[src/rtl/mioc_flop_seq.sv]
// Pattern sequencer for exercising a flop-based register: applies stored
// {in1..in4} stimulus, waits a programmable dwell, then checks {q,qbar}.
module mioc_flop_seq #(
    parameter int DEPTH   = 16,
    parameter int DWELL_W = 8
) (
    input  logic               clk,
    input  logic               rst_n,
    input  logic               wr_en,
    input  logic [3:0]         wr_addr,
    input  logic [5:0]         wr_data,
    input  logic [3:0]         num_pat,
    input  logic [DWELL_W-1:0] dwell,
    input  logic               start,
    input  logic               abort,
    input  logic               q,
    input  logic               qbar,
    output logic               in1,
    output logic               in2,
    output logic               in3,
    output logic               in4,
    output logic               busy,
    output logic               done,
    output logic [7:0]         err_cnt,
    output logic               err_flag,
    output logic [3:0]         first_err_idx
);

    typedef enum logic [1:0] {
        IDLE   = 2'd0,
        APPLY  = 2'd1,
        WAIT   = 2'd2,
        SAMPLE = 2'd3
    } state_t;

    localparam logic [3:0] LAST_MAX = 4'(DEPTH - 1);

    state_t             state_reg, state_next;
    logic [3:0]         idx_reg, idx_next;
    logic [DWELL_W-1:0] cnt_reg, cnt_next;
    logic [3:0]         stim_reg, stim_next;
    logic               done_reg, done_next;
    logic [7:0]         err_cnt_reg, err_cnt_next;
    logic               err_flag_reg, err_flag_next;
    logic [3:0]         first_err_reg, first_err_next;

    logic [5:0]         mem [DEPTH];
    logic [5:0]         rd_data;
    logic [3:0]         last_idx;
    logic               mismatch;

    // Pattern memory is deliberately outside the reset domain so a reset
    // between runs keeps the loaded patterns.
    always_ff @(posedge clk) begin
        if (wr_en && (state_reg == IDLE) && (32'(wr_addr) < DEPTH)) begin
            mem[wr_addr] <= wr_data;
        end
    end

    assign rd_data  = mem[idx_reg];
    assign last_idx = (32'(num_pat) > (DEPTH - 1)) ? LAST_MAX : num_pat;
    assign mismatch = ({q, qbar} != rd_data[1:0]);

    always_ff @(posedge clk or negedge rst_n) begin
        if (!rst_n) begin
            state_reg     <= IDLE;
            idx_reg       <= '0;
            cnt_reg       <= '0;
            stim_reg      <= '0;
            done_reg      <= 1'b0;
            err_cnt_reg   <= '0;
            err_flag_reg  <= 1'b0;
            first_err_reg <= '0;
        end else begin
            state_reg     <= state_next;
            idx_reg       <= idx_next;
            cnt_reg       <= cnt_next;
            stim_reg      <= stim_next;
            done_reg      <= done_next;
            err_cnt_reg   <= err_cnt_next;
            err_flag_reg  <= err_flag_next;
            first_err_reg <= first_err_next;
        end
    end

    always_comb begin
        state_next     = state_reg;
        idx_next       = idx_reg;
        cnt_next       = cnt_reg;
        stim_next      = stim_reg;
        done_next      = done_reg;
        err_cnt_next   = err_cnt_reg;
        err_flag_next  = err_flag_reg;
        first_err_next = first_err_reg;

        case (state_reg)
            IDLE: begin
                if (start && !abort) begin
                    state_next     = APPLY;
                    idx_next       = '0;
                    done_next      = 1'b0;
                    err_cnt_next   = '0;
                    err_flag_next  = 1'b0;
                    first_err_next = '0;
                end
            end
            APPLY: begin
                stim_next  = rd_data[5:2];
                cnt_next   = dwell;
                state_next = WAIT;
            end
            WAIT: begin
                if (cnt_reg == '0) begin
                    state_next = SAMPLE;
                end else begin
                    cnt_next = cnt_reg - 1'b1;
                end
            end
            SAMPLE: begin
                if (mismatch) begin
                    if (err_cnt_reg != 8'hFF) begin
                        err_cnt_next = err_cnt_reg + 8'd1;
                    end
                    err_flag_next = 1'b1;
                    if (!err_flag_reg) begin
                        first_err_next = idx_reg;
                    end
                end
                if (idx_reg == last_idx) begin
                    state_next = IDLE;
                    done_next  = 1'b1;
                end else begin
                    idx_next   = idx_reg + 4'd1;
                    state_next = APPLY;
                end
            end
            default: state_next = IDLE;
        endcase

        // Abort wins over any in-flight update but keeps the error record.
        if (abort && (state_reg != IDLE)) begin
            state_next     = IDLE;
            stim_next      = '0;
            idx_next       = idx_reg;
            cnt_next       = cnt_reg;
            done_next      = done_reg;
            err_cnt_next   = err_cnt_reg;
            err_flag_next  = err_flag_reg;
            first_err_next = first_err_reg;
        end
    end

    assign {in1, in2, in3, in4} = stim_reg;
    assign busy                 = (state_reg != IDLE);
    assign done                 = done_reg;
    assign err_cnt              = err_cnt_reg;
    assign err_flag             = err_flag_reg;
    assign first_err_idx        = first_err_reg;

endmodule
[config.mk]
export PLATFORM = sky130hd
export DESIGN_NAME = mioc_flop_seq
export DESIGN_NICKNAME = d
export VERILOG_FILES = /design/src/rtl/mioc_flop_seq.sv
export SDC_FILE = /design/constraint.sdc
export NUM_CORES = 1
export LEC_CHECK = 0
export BUFFER_PORTS_ARGS = -buffer_cell sky130_fd_sc_hd__buf_4
export CAP_MARGIN = 20
export CORE_MARGIN = 2
export CORE_UTILIZATION = 62
export CTS_BUF_LIST = sky130_fd_sc_hd__clkbuf_8
export DETAILED_ROUTE_END_ITERATION = 7
export PLACE_DENSITY = 0.9
export REMOVE_ABC_BUFFERS = 1
export SYNTH_ARGS = -nofsm -noshare
export SYNTH_HDL_FRONTEND = slang
export SYNTH_SLANG_ARGS = --single-unit
[constraint.sdc]
create_clock -name clk -period 2.94 [get_ports clk]
set_clock_uncertainty 0.2 [all_clocks]
set_input_delay 0.588 -clock clk [delete_from_list [all_inputs] [get_ports clk]]
set_output_delay 0.588 -clock clk [all_outputs]
set_load 0.01 [all_outputs]
# Word-level counts from Yosys, hierarchy flattened
# Memories as Yosys holds them, arrays and structs flattened.
# Index checks and enable logic that the tools add are counted.
op_classes:
  n_addsub: 3
  n_eq_ne: 15
  muxes: 26
  bitwise: 1
  reduce_logical: 17
ops:
  columns: ["op", "count"]
  rows:
  - ["$mux W8", 4]
  - ["$pmux W8 S2", 2]
  - ["$mux W4", 6]
  - ["$pmux W4 S2", 2]
  - ["$ne A2 B2 Y1 const B", 6]
  - ["$reduce_and A4 Y1", 3]
  - ["$reduce_and A5 Y1", 2]
  - ["$add A8 B1 Y8 const B", 1]
  - ["$logic_not A8 Y1", 1]
  - ["$ne A8 B8 Y1 const B", 1]
  - ["$pmux W2 S4", 1]
  - ["$reduce_bool A2 Y1", 4]
  - ["$sub A8 B1 Y8 const B", 1]
  - ["$mux W1", 6]
  - ["$mux W2", 3]
  - ["$add A4 B1 Y4 const B", 1]
  - ["$eq A2 B2 Y1 const B", 2]
  - ["$eq A4 B4 Y1", 1]
  - ["$pmux W1 S2", 2]
  - ["$logic_and A1 B1 Y1", 3]
  - ["$ne A3 B1 Y1 const B", 1]
  - ["$ne A3 B3 Y1 const B", 1]
  - ["$reduce_and A3 Y1", 1]
  - ["$eq A2 B1 Y1 const B", 1]
  - ["6 further kinds", 6]
word_totals:
  reg_bits: 32
  ram_bits: 96
  inputBits: 29
  word_cells: 71
  n_memories: 1
mem_list:
  columns: ["name", "depth", "word_bits", "read_ports", "rd_ports_with_merged_regs", "write_ports", "line_no", "source"]
  rows:
  - ["mem", 16, 6, 1, 0, 1, "47", "logic [5:0] mem [DEPTH];"]

# Longest topological paths before layout
# Gate-level depths: netlist of run 1.
logic_depth:
  ltp_word: 5
  mapped_depth: 11
  ltp_nobuf: 9

# Worst setup path after synthesis of run 1
# Ideal clock, no wire load.
synth_path:
  kind: "register -> register"
  from: "reg idx_reg[0]"
  to: "reg err_cnt_reg[7], in the netlist err_cnt[7]"
  setup_time_ns: 0.082
  arrival_time_ns: 2.173
  t_required_ns: 2.658
  path_slack_ns: 0.485
  stages_incl_launch_ff: 9
  n_path_buf: 2
  path_cell_list: "dfrtp_1 buf_6 buf_12 mux4_2 mux2i_1 xnor2_1 a221oi_2 or4_1 a22oi_2"
synth_between:
  elab_chain_cells: 4
synth_lines:
  columns: ["element", "line_no", "source"]
  rows:
  - ["from (decl)", "39", "logic [3:0] idx_reg, idx_next;"]
  - ["from (signal assigned)", "76", "idx_reg <= idx_next;"]
  - ["$mem_v2 Z16 W6", null, null]
  - ["$ne A2 B2 Y1", "62", "assign mismatch = ({q, qbar} != rd_data[1:0]);"]
  - ["$ne A2 B2 Y1 (no source line)", null, null]
  - ["$reduce_and A5 Y1 (no source line)", null, null]
  - ["to (signal assigned)", "80", "err_cnt_reg <= err_cnt_next;"]
  - ["to (decl)", "43", "logic [7:0] err_cnt_reg, err_cnt_next;"]
# No other way between the ends.
# A chain may end at the register's enable or synchronous reset.

# Worst setup path after layout of run 1
layout_path:
  from: "reg idx_reg[0]"
  to: "reg err_cnt_reg[1], in the netlist err_cnt[1]"
# Same word-level chain as after synthesis.

==> flow_summary.yaml, run 1 <==
placement:
  dp_cells: 561
  hpwl_um: 8320
  detailed_place.area_um2: 6290
  routabilityCongestion: 0.874
  portBuffers: 47
sta:
  fin_crit_sh_pct: 93.8
  max_freq_mhz: 363
  finalHoldViolCount: 0
  finalSetupViolCount: 0
  relSlewSlack_pct: 49.8
  fin_hold_ws_ps: 276
  tightest_slew_ps: 748
  slew_viol_final: 0
  rsz0062_at_grt: "no"
  fin_crit_ps: 2760
power_and_ir_drop:
  ir_drop_uv: 472
  leakage_nw: 2.44
  power_density_nw_per_um2: 755
cts:
  cts_max_level: 4
  clkLatencyLatePin_ps: 420
  cts_max_path_buffers: 2
  cts_tree: "done"
  cts-root-buf: "clkbuf_8"
  clock-sinks: 128
  cts.clk_slew.worst_paths_ps: 80
  cts_buffers: 17
  postCtsSetupBuffers: 0
min_path:
  whs_endpoint: "cnt_reg[2]"
  hold_start: "dwell[2]"
  hold_class: "in2reg"
  hold_depth: 3
synth:
  yosys_warnings: 0
  synthFlopType: "edfxtp_1"
  ys_ff_latch: 128
  yosys.area.top_type: "edfxtp_1"
  synthCells: 403
  syn_area_um2: 5770
  avgSynthCellArea_um2: 14.3
  synthArstFlopShare_pct: 25.0
  synth.area.top_cells: "edfxtp_1 50%, dfrtp_1 14%, mux4_2 6.2%"
  synth_top_area_share_pct: 49.9
  yosysMostFrequentCell: "edfxtp_1"
  synth_common_cells: "96 x edfxtp_1, 33 x o21ai_0, 32 x dfrtp_1, 27 x nand2_1, 25 x nor2_1"
  synthDistinctLibCells: 57
  synth-edff-count: 96
  synth-seq-area-share_pct: 63.8
detailed_routing:
  ant_nets: 0
  via_count: 3825
  drtIter0Drc: 280
  vias_per_cell: 6.44
  drt-total-wl_um: 12100
  routedWlPerCell_um: 20.4
  dr.pass1.iters: 7
  drt_drc_violations_left: 0
critical_path:
  reg2reg_to: "err_cnt[1]"
  regToRegSetupSlack_ps: 180
  end_kind: "flip-flop"
  worstPathRequired_ps: 3050
  crit_arrival_ps: 2870
  r2r_cells: 9
  rr_startpoint: "idx_reg[0]"
  startpoint_type: "flip-flop"
  worstPathMaxFanout: 12
  critPathKind: "reg2reg"
floorplanning:
  initial_utilization_pct: 63.1
  die_area_um2: 10100
  rows: 35
  ios: 48
  fp.dieW_um: 100
  core-area_um2: 9150
  die_y_um: 100
global_routing:
  grt_pass1_wl_um: 19400
  grt_max_degree: 33
  antenna_found_initial: 0
  grt_overflow: 0
  grt_pass1_vias: 3746
  grtUsageTotal_pct: 26.2
cells_and_area:
  design_area_um2: 6720
  drive_gt1_share_pct: 25.5
  largest_register_ffs: 96
  utilization_pct: 73.4
  fin_cells: 594
  antenna-diode-count: 0
  fin_nets: 508
  areaGrowthSynthToFinish_pct: 16.4
flow_run:
  maxCapViolations: 0
run_status:
  outcome: "complete, no violations"
-- routing by layer --
metal / up-vias / wire, um / GRT usage (%)
met2: 195 / 6120 / 42.4
met3: 30 / 904 / 6.52
met5: - / 0 / 0
met1: 1893 / 4780 / 34.7
li1: 1707 / - / -
met4: 0 / 280 / 10.0
-- layout by cell type, fill, tap and decap left out, drive strengths merged, types with 2 or more instances in the layout --
cell      netlist  layout
o221ai          2       2
a21o            2       2
o21ai          34      34
edfxtp         96      96
buf             9      63
nand3b          4       4
dfrtp          32      32
o31ai           5       5
xor2            5       5
o41ai           4       4
inv            12      15
bufinv          0       3
or3             5       5
or4             2       2
a21oi          10      10
a31oi           2       2
nand2          27      27
a2bb2oi         3       3
o211ai          4       4
o22ai           8       8
nor4            2       2
nand2b          5       5
clkbuf          7      17
a22o            4       4
mux2i          14      14
ha              9       9
nor2           26      26
nand4           5       5
clkinv          1       5
a21boi          3       3
mux2            4       4
nand3           9       9
clkinvlp        0       5
mux4           21      21
nor2b           5       5
nor3            8       8
-- worst max-delay path, stage by stage, from the launching register on --
cell      delay [ps]
dfrtp_2          550
buf_4            300
mux2i_1          290
a22o_1           180
or3_1            100
nand4_1          130
a221oi_2         370
buf_4            230
o41ai_1           90
a22o_1           210
-- what timing repair did --
item,CTS,global route
hold buffers,1,0
endpoints found under the hold margin,32,0
setup endpoints to repair,0,2
resized for setup,0,1
-- worst max-delay path by stage --
stage                     from    endpoint  slack [ps]
finish              idx_reg[0]  err_cnt[1]         180
global route        idx_reg[0]  err_cnt[1]          60
CTS                 idx_reg[0]  err_cnt[1]         220
detailed placement  idx_reg[0]  err_cnt[1]         230
global placement    idx_reg[0]  err_cnt[7]         320
floorplan           idx_reg[0]  err_cnt[1]        -500
-- through the flow --
| stage | TNS, ps | worst slack, ps | power (W) |
|---|---|---|---|
| floorplan | -5170 | -502 | 0.00308 |
| global placement | 0 | 319 | 0.00346 |
| detailed placement | 0 | 233 | 0.00353 |
| CTS | 0 | 220 | 0.00509 |
| global route | 0 | 57.2 | 0.00534 |
| finish | 0 | 183 | 0.00508 |
-- report_power, final --
part / switching, W / internal, W / leakage (nW)
Clock: 0.000718 / 0.000847 / 0.195
Combinational: 0.000713 / 0.000527 / 0.960
Sequential: 0.000172 / 0.00210 / 1.28
-- cell type report --
cell class              count  area, um2
flip-flops and latches    128       3680
fillers                   566       2430
multi-input cells         246       1950
repair buffers             64        483
clock buffers              17        234
clock inverters            15        185
well taps                 111        139
inverters                  13       48.8
-- kinds of logic (layout without fill, tap and decap cells) --
| group | after synthesis | in the layout | share of synthesized area (%) |
|---|---|---|---|
| AND/OR/NAND/NOR | 105 | 105 | 9.15 |
| adder cells (fa/ha/maj) | 9 | 9 | 1.95 |
| XOR/XNOR | 6 | 6 | 0.910 |
| multiplexers | 39 | 39 | 11.7 |
| flip-flops | 128 | 128 | 63.8 |
| AO/OA/AOI/OAI | 87 | 87 | 9.97 |
| buffers and inverters | 29 | 109 | 2.47 |
Note: power is estimated with default switching activity, not from simulation.
==> run 2: changes to the inputs <==
- ABC_AREA: unset -> 1
==> flow_summary.yaml, run 2 <==
global_routing:
  grtUsageTotal_pct: 25.9
  grt_pass1_wl_um: 19800
  grt_max_degree: 53
  grt_pass1_vias: 4206
  grt_overflow: 0
  antenna_found_initial: 0
critical_path:
  critPathKind: "reg2reg"
  worstPathMaxFanout: 13
  worstPathRequired_ps: 3070
  startpoint_type: "flip-flop"
  end_kind: "flip-flop"
  crit_arrival_ps: 2690
floorplanning:
  initial_utilization_pct: 63.7
  core-area_um2: 9200
  die_area_um2: 10200
  ios: 48
  die_y_um: 101
  fp.dieW_um: 101
  rows: 35
detailed_routing:
  dr.pass1.iters: 5
  ant_nets: 0
  drt_drc_violations_left: 0
  drt-total-wl_um: 12500
  vias_per_cell: 5.95
  via_count: 4412
  routedWlPerCell_um: 16.8
  drtIter0Drc: 355
sta:
  rsz0062_at_grt: "no"
  fin_hold_ws_ps: 200
  tns_ps: 0
  finalSetupViolCount: 0
  max_freq_mhz: 391
  slew_viol_final: 0
  finalHoldViolCount: 0
  fin_crit_sh_pct: 87.1
  relSlewSlack_pct: 60.5
  tightest_slew_ps: 588
  fin_crit_ps: 2560
power_and_ir_drop:
  seq_power_share_pct: 42.4
  p_int_w: 0.00328
  power_density_nw_per_um2: 783
  switchingPower_w: 0.00190
  ir_drop_uv: 456
  leakage_nw: 2.73
  power_frac_clock_pct: 28.1
  combPwrFrac_pct: 29.5
  switching_share_pct: 36.6
cts:
  clkLatencyLatePin_ps: 440
  cts-root-buf: "clkbuf_8"
  cts_buffers: 17
  cts_max_path_buffers: 2
  cts_tree: "done"
  clock-sinks: 128
  cts_max_level: 4
  cts.clk_slew.worst_paths_ps: 80
placement:
  routabilityCongestion: 0.877
  hpwl_um: 8160
  dp_cells: 708
  detailed_place.area_um2: 6230
  portBuffers: 47
synth:
  synth.area.top_cells: "edfxtp_1 49%, dfrtp_1 14%, nand2_1 7.7%"
  yosys.area.top_type: "edfxtp_1"
  yosysMostFrequentCell: "nand2_1"
  synth-edff-count: 96
  ys_ff_latch: 128
  synthCells: 571
  synthArstFlopShare_pct: 25.0
  synth-seq-area-share_pct: 62.9
  synthDistinctLibCells: 36
  synth_common_cells: "120 x nand2_1, 96 x edfxtp_1, 78 x nor2_1, 51 x o21ai_0, 44 x nand3_1"
  avgSynthCellArea_um2: 10.3
  synthFlopType: "edfxtp_1"
  synth_top_area_share_pct: 49.2
  syn_area_um2: 5860
  yosys_warnings: 0
cells_and_area:
  drive_gt1_share_pct: 14.6
  utilization_pct: 72.0
  design_area_um2: 6620
  final_common_cell: "nand2_1"
  areaGrowthSynthToFinish_pct: 13.0
  fin_nets: 655
  fin_cells: 741
  final_cell_mix: "119 x nand2_1, 96 x edfxtp_1, 78 x nor2_1"
  largest_register_ffs: 96
  antenna-diode-count: 0
min_path:
  hold_class: "in2reg"
run_status:
  outcome: "complete, no violations"
flow_run:
  maxCapViolations: 0
## run 2: cell count changes after synthesis, moves of 6 or more
cell / before / now
nand2_1: 27 / 120
nor2_1: 25 / 78
nand3_1: 9 / 44
inv_1: 12 / 42
o21ai_0: 33 / 51
mux4_2: 16 / 0
mux2i_1: 14 / 0
o221ai_1: 2 / 10
buf_2: 5 / 11
nand4_1: 4 / 10
## run 2: what timing repair did
action	4_1_cts	5_1_grt
hold endpoints to repair	32	0
hold buffers	1	0
resized for setup	0	1
setup endpoints to repair	0	2
setup buffers	0	0
## run 2: power groups by stage
stage	sequential [W]	clock, W	combinational [W]
5_1_grt	0.00221	0.00154	0.00171
2_1_floorplan	0.00228	0	0.000959
3_3_place_gp	0.00223	0	0.00142
4_1_cts	0.00220	0.00146	0.00151
6_report	0.00220	0.00145	0.00153
3_5_place_dp	0.00223	0	0.00150
## run 2: worst paths after layout
| path | start | to | slack (ps) | depth (start not counted) |
|---|---|---|---|---|
| min in group asynchronous | rst_n | cnt_reg[0] | 410 | 2 |
| worst max-delay path | state_reg[0] | cnt_reg[5] | 380 | 8 |
| worst max register to register | state_reg[0] | cnt_reg[5] | 380 | 8 |
| max in group asynchronous | rst_n | err_cnt[1] | 1830 | 2 |
| worst min-delay path | dwell[4] | cnt_reg[4] | 200 | 3 |
| worst min register to register | first_err_idx[3] | first_err_idx[3] | 290 | 2 |
## run 2: per-layer routing
| metal | track usage (%) | vias to the layer above | wire (um) |
|---|---|---|---|
| li1 | - | 2065 | - |
| met1 | 31.7 | 2092 | 4870 |
| met2 | 43.9 | 232 | 6280 |
| met3 | 6.42 | 23 | 1030 |
| met4 | 11.9 | 0 | 289 |
| met5 | 0 | - | 0 |
## run 2: layout make-up
type | count | area, um2
Fill cell | 600 | 2580
Sequential cell | 128 | 3680
Multi-Input combinational cell | 373 | 1860
Timing Repair Buffer | 52 | 393
Clock buffer | 17 | 234
Tap cell | 111 | 139
Clock inverter | 15 | 144
Inverter | 45 | 171
## run 2: per-stage QoR
stage          setup WS [ps]  power, W
3_3_place_gp             441   0.00364
3_5_place_dp             306   0.00373
6_report                 381   0.00518
5_1_grt                  123   0.00545
2_1_floorplan            362   0.00324
4_1_cts                  275   0.00516
## run 2: worst max-delay path, stage by stage (launching register included)
cell and delay, ps:
dfrtp_1 420, inv_1 170, ha_1 380, inv_1 230, nor3_1 360, inv_1 160, nand2_2 210, o21ai_0 120
a22o_1 190
## run 2: cell families after synthesis
family / count (synthesis) / share of synthesized area [%]
xor+xnor: 9 / 1.35
simple gates: 264 / 19.0
flops: 128 / 62.9
buf+inv: 70 / 5.53
compound gates: 91 / 9.39
fa+ha+maj: 9 / 1.92
==> run 3: changes to the inputs <==
- CORE_UTILIZATION: 62 -> 54
- PLACE_DENSITY: 0.9 -> 0.81
- RECOVER_POWER: unset -> 100
==> flow_summary.yaml, run 3 (synthesized netlist as in run 2, its figures left out) <==
run_status:
  outcome: "finished, violations left"
  violations: "capacitance limit, slew limit"
placement:
  routabilityCongestion: 0.864
  portBuffers: 47
  hpwl_um: 8370
  detailed_place.area_um2: 6280
global_routing:
  grt_max_degree: 53
  grt_overflow: 0
  antenna_found_initial: 0
  grt_pass1_wl_um: 20800
  grtUsageTotal_pct: 23.6
  grt_pass1_vias: 4274
power_and_ir_drop:
  seq_power_share_pct: 42.7
  ir_drop_uv: 624
  p_int_w: 0.00332
  combPwrFrac_pct: 28.5
  power_density_nw_per_um2: 786
  power_frac_clock_pct: 28.8
  switchingPower_w: 0.00184
  leakage_nw: 2.63
  switching_share_pct: 35.7
cells_and_area:
  final_common_cell: "nand2_1"
  fin_nets: 655
  drive_gt1_share_pct: 10.3
  areaGrowthSynthToFinish_pct: 11.9
  final_cell_mix: "119 x nand2_1, 96 x edfxtp_1, 78 x nor2_1"
  utilization_pct: 61.3
  antenna-diode-count: 0
  largest_register_ffs: 96
  design_area_um2: 6560
detailed_routing:
  dr.pass1.iters: 5
  vias_per_cell: 5.57
  ant_nets: 0
  via_count: 4288
  routedWlPerCell_um: 16.7
  drt_drc_violations_left: 0
  drtIter0Drc: 507
  drt-total-wl_um: 12900
critical_path:
  cpPeakStageDelay_ps: 590
  path_cells: "inv_2 -> nand2_1 -> nand2_1 -> nand2_1 -> nand3_1 -> nand3_1 -> nand2_1 -> nand2_1 -> nand2_2 -> nand3_2 -> nand2_4 -> nand2_1 -> nand2_1"
  crit_slowest_cell: "inv_2"
  cpMostUsedCell: "nand2_1"
  end_kind: "flip-flop"
  critPathKind: "reg2reg"
  worstPathMaxFanout: 50
  startpoint_type: "flip-flop"
  crit_arrival_ps: 2810
  worstPathRequired_ps: 3110
sta:
  rsz0062_at_grt: "no"
  tightest_slew_ps: 1780
  tns_ps: 0
  slew_viol_final: 33
  max_freq_mhz: 379
  relSlewSlack_pct: -19.0
  fin_crit_sh_pct: 89.7
  fin_crit_ps: 2640
  finalHoldViolCount: 0
  finalSetupViolCount: 0
floorplanning:
  initial_utilization_pct: 54.8
  fp.dieW_um: 108
  die_y_um: 108
  die_area_um2: 11700
  rows: 38
  core-area_um2: 10700
  ios: 48
cts:
  clock-sinks: 128
  cts_buffers: 17
  clkLatencyLatePin_ps: 430
  cts.clk_slew.worst_paths_ps: 80
  cts_max_level: 4
  cts-root-buf: "clkbuf_8"
  cts_max_path_buffers: 2
  cts_tree: "done"
  postCtsSetupBuffers: 0
min_path:
  hold_class: "in2reg"
flow_run:
  maxCapViolations: 1
==> run 3: cell count changes in the layout (fill, tap and decap cells not counted), sizes merged <==
cell      change
buf          -26
clkbuf       +26
inv           -6
clkinv        +4
bufinv        +1
clkinvlp      +1
==> run 3: layout make-up <==
class                   instances  area (um2)
well taps                     140         175
clock buffers                  17         234
flip-flops and latches        128        3680
multi-input cells             373        1830
fillers                       890        4140
clock inverters                15         158
inverters                      45         169
repair buffers                 52         308
==> run 3: worst max-delay path, delay by kind of cell (launching register included) <==
family	cells	cell delay (ps)
simple gates	12	1340
buf+inv	1	590
flops	1	420
==> run 3: power groups by stage <==
| stage | registers, W | logic [W] | clock network, W |
|---|---|---|---|
| after floorplan | 0.00228 | 0.000959 | 0 |
| after global placement | 0.00223 | 0.00144 | 0 |
| after detailed placement | 0.00224 | 0.00150 | 0 |
| after CTS | 0.00220 | 0.00152 | 0.00150 |
| after global routing | 0.00222 | 0.00167 | 0.00158 |
| final | 0.00220 | 0.00147 | 0.00148 |
==> run 3: metrics by stage <==
step	power (W)	setup WS (ps)	std cells	hold WS, ps
floorplan	0.00324	362	546	92.4
global placement	0.00367	453	737	262
detailed placement	0.00375	312	737	267
CTS	0.00522	308	770	201
global route	0.00546	87.0	770	221
finish	0.00516	302	770	221
==> run 3: repair_timing <==
item,in CTS,in global routing
endpoints found under the setup margin,0,1
gates resized for setup,0,1
hold buffers,1,0
endpoints found under the hold margin,32,0
==> run 3: path summary, 6_finish.rpt <==
path                                          to  slack, ps  depth (start not counted)              from
min in group asynchronous             cnt_reg[3]        960                          2             rst_n
worst max register to register        err_cnt[0]        300                         13        idx_reg[0]
worst min-delay path                  cnt_reg[4]        220                          3          dwell[4]
max in group asynchronous             idx_reg[0]        540                          2             rst_n
worst max-delay path                  err_cnt[0]        300                         13        idx_reg[0]
worst min register to register  first_err_idx[3]        280                          2  first_err_idx[3]
==> run 3: per-layer routing <==
metal	GRT usage, %	share of wire, %	vias up	routed length (um)
li1	-	-	2056	-
met1	31.0	41	2012	5280
met2	38.9	49	200	6310
met3	5.06	8.2	20	1060
met4	8.88	1.7	0	216
met5	0	0	-	0
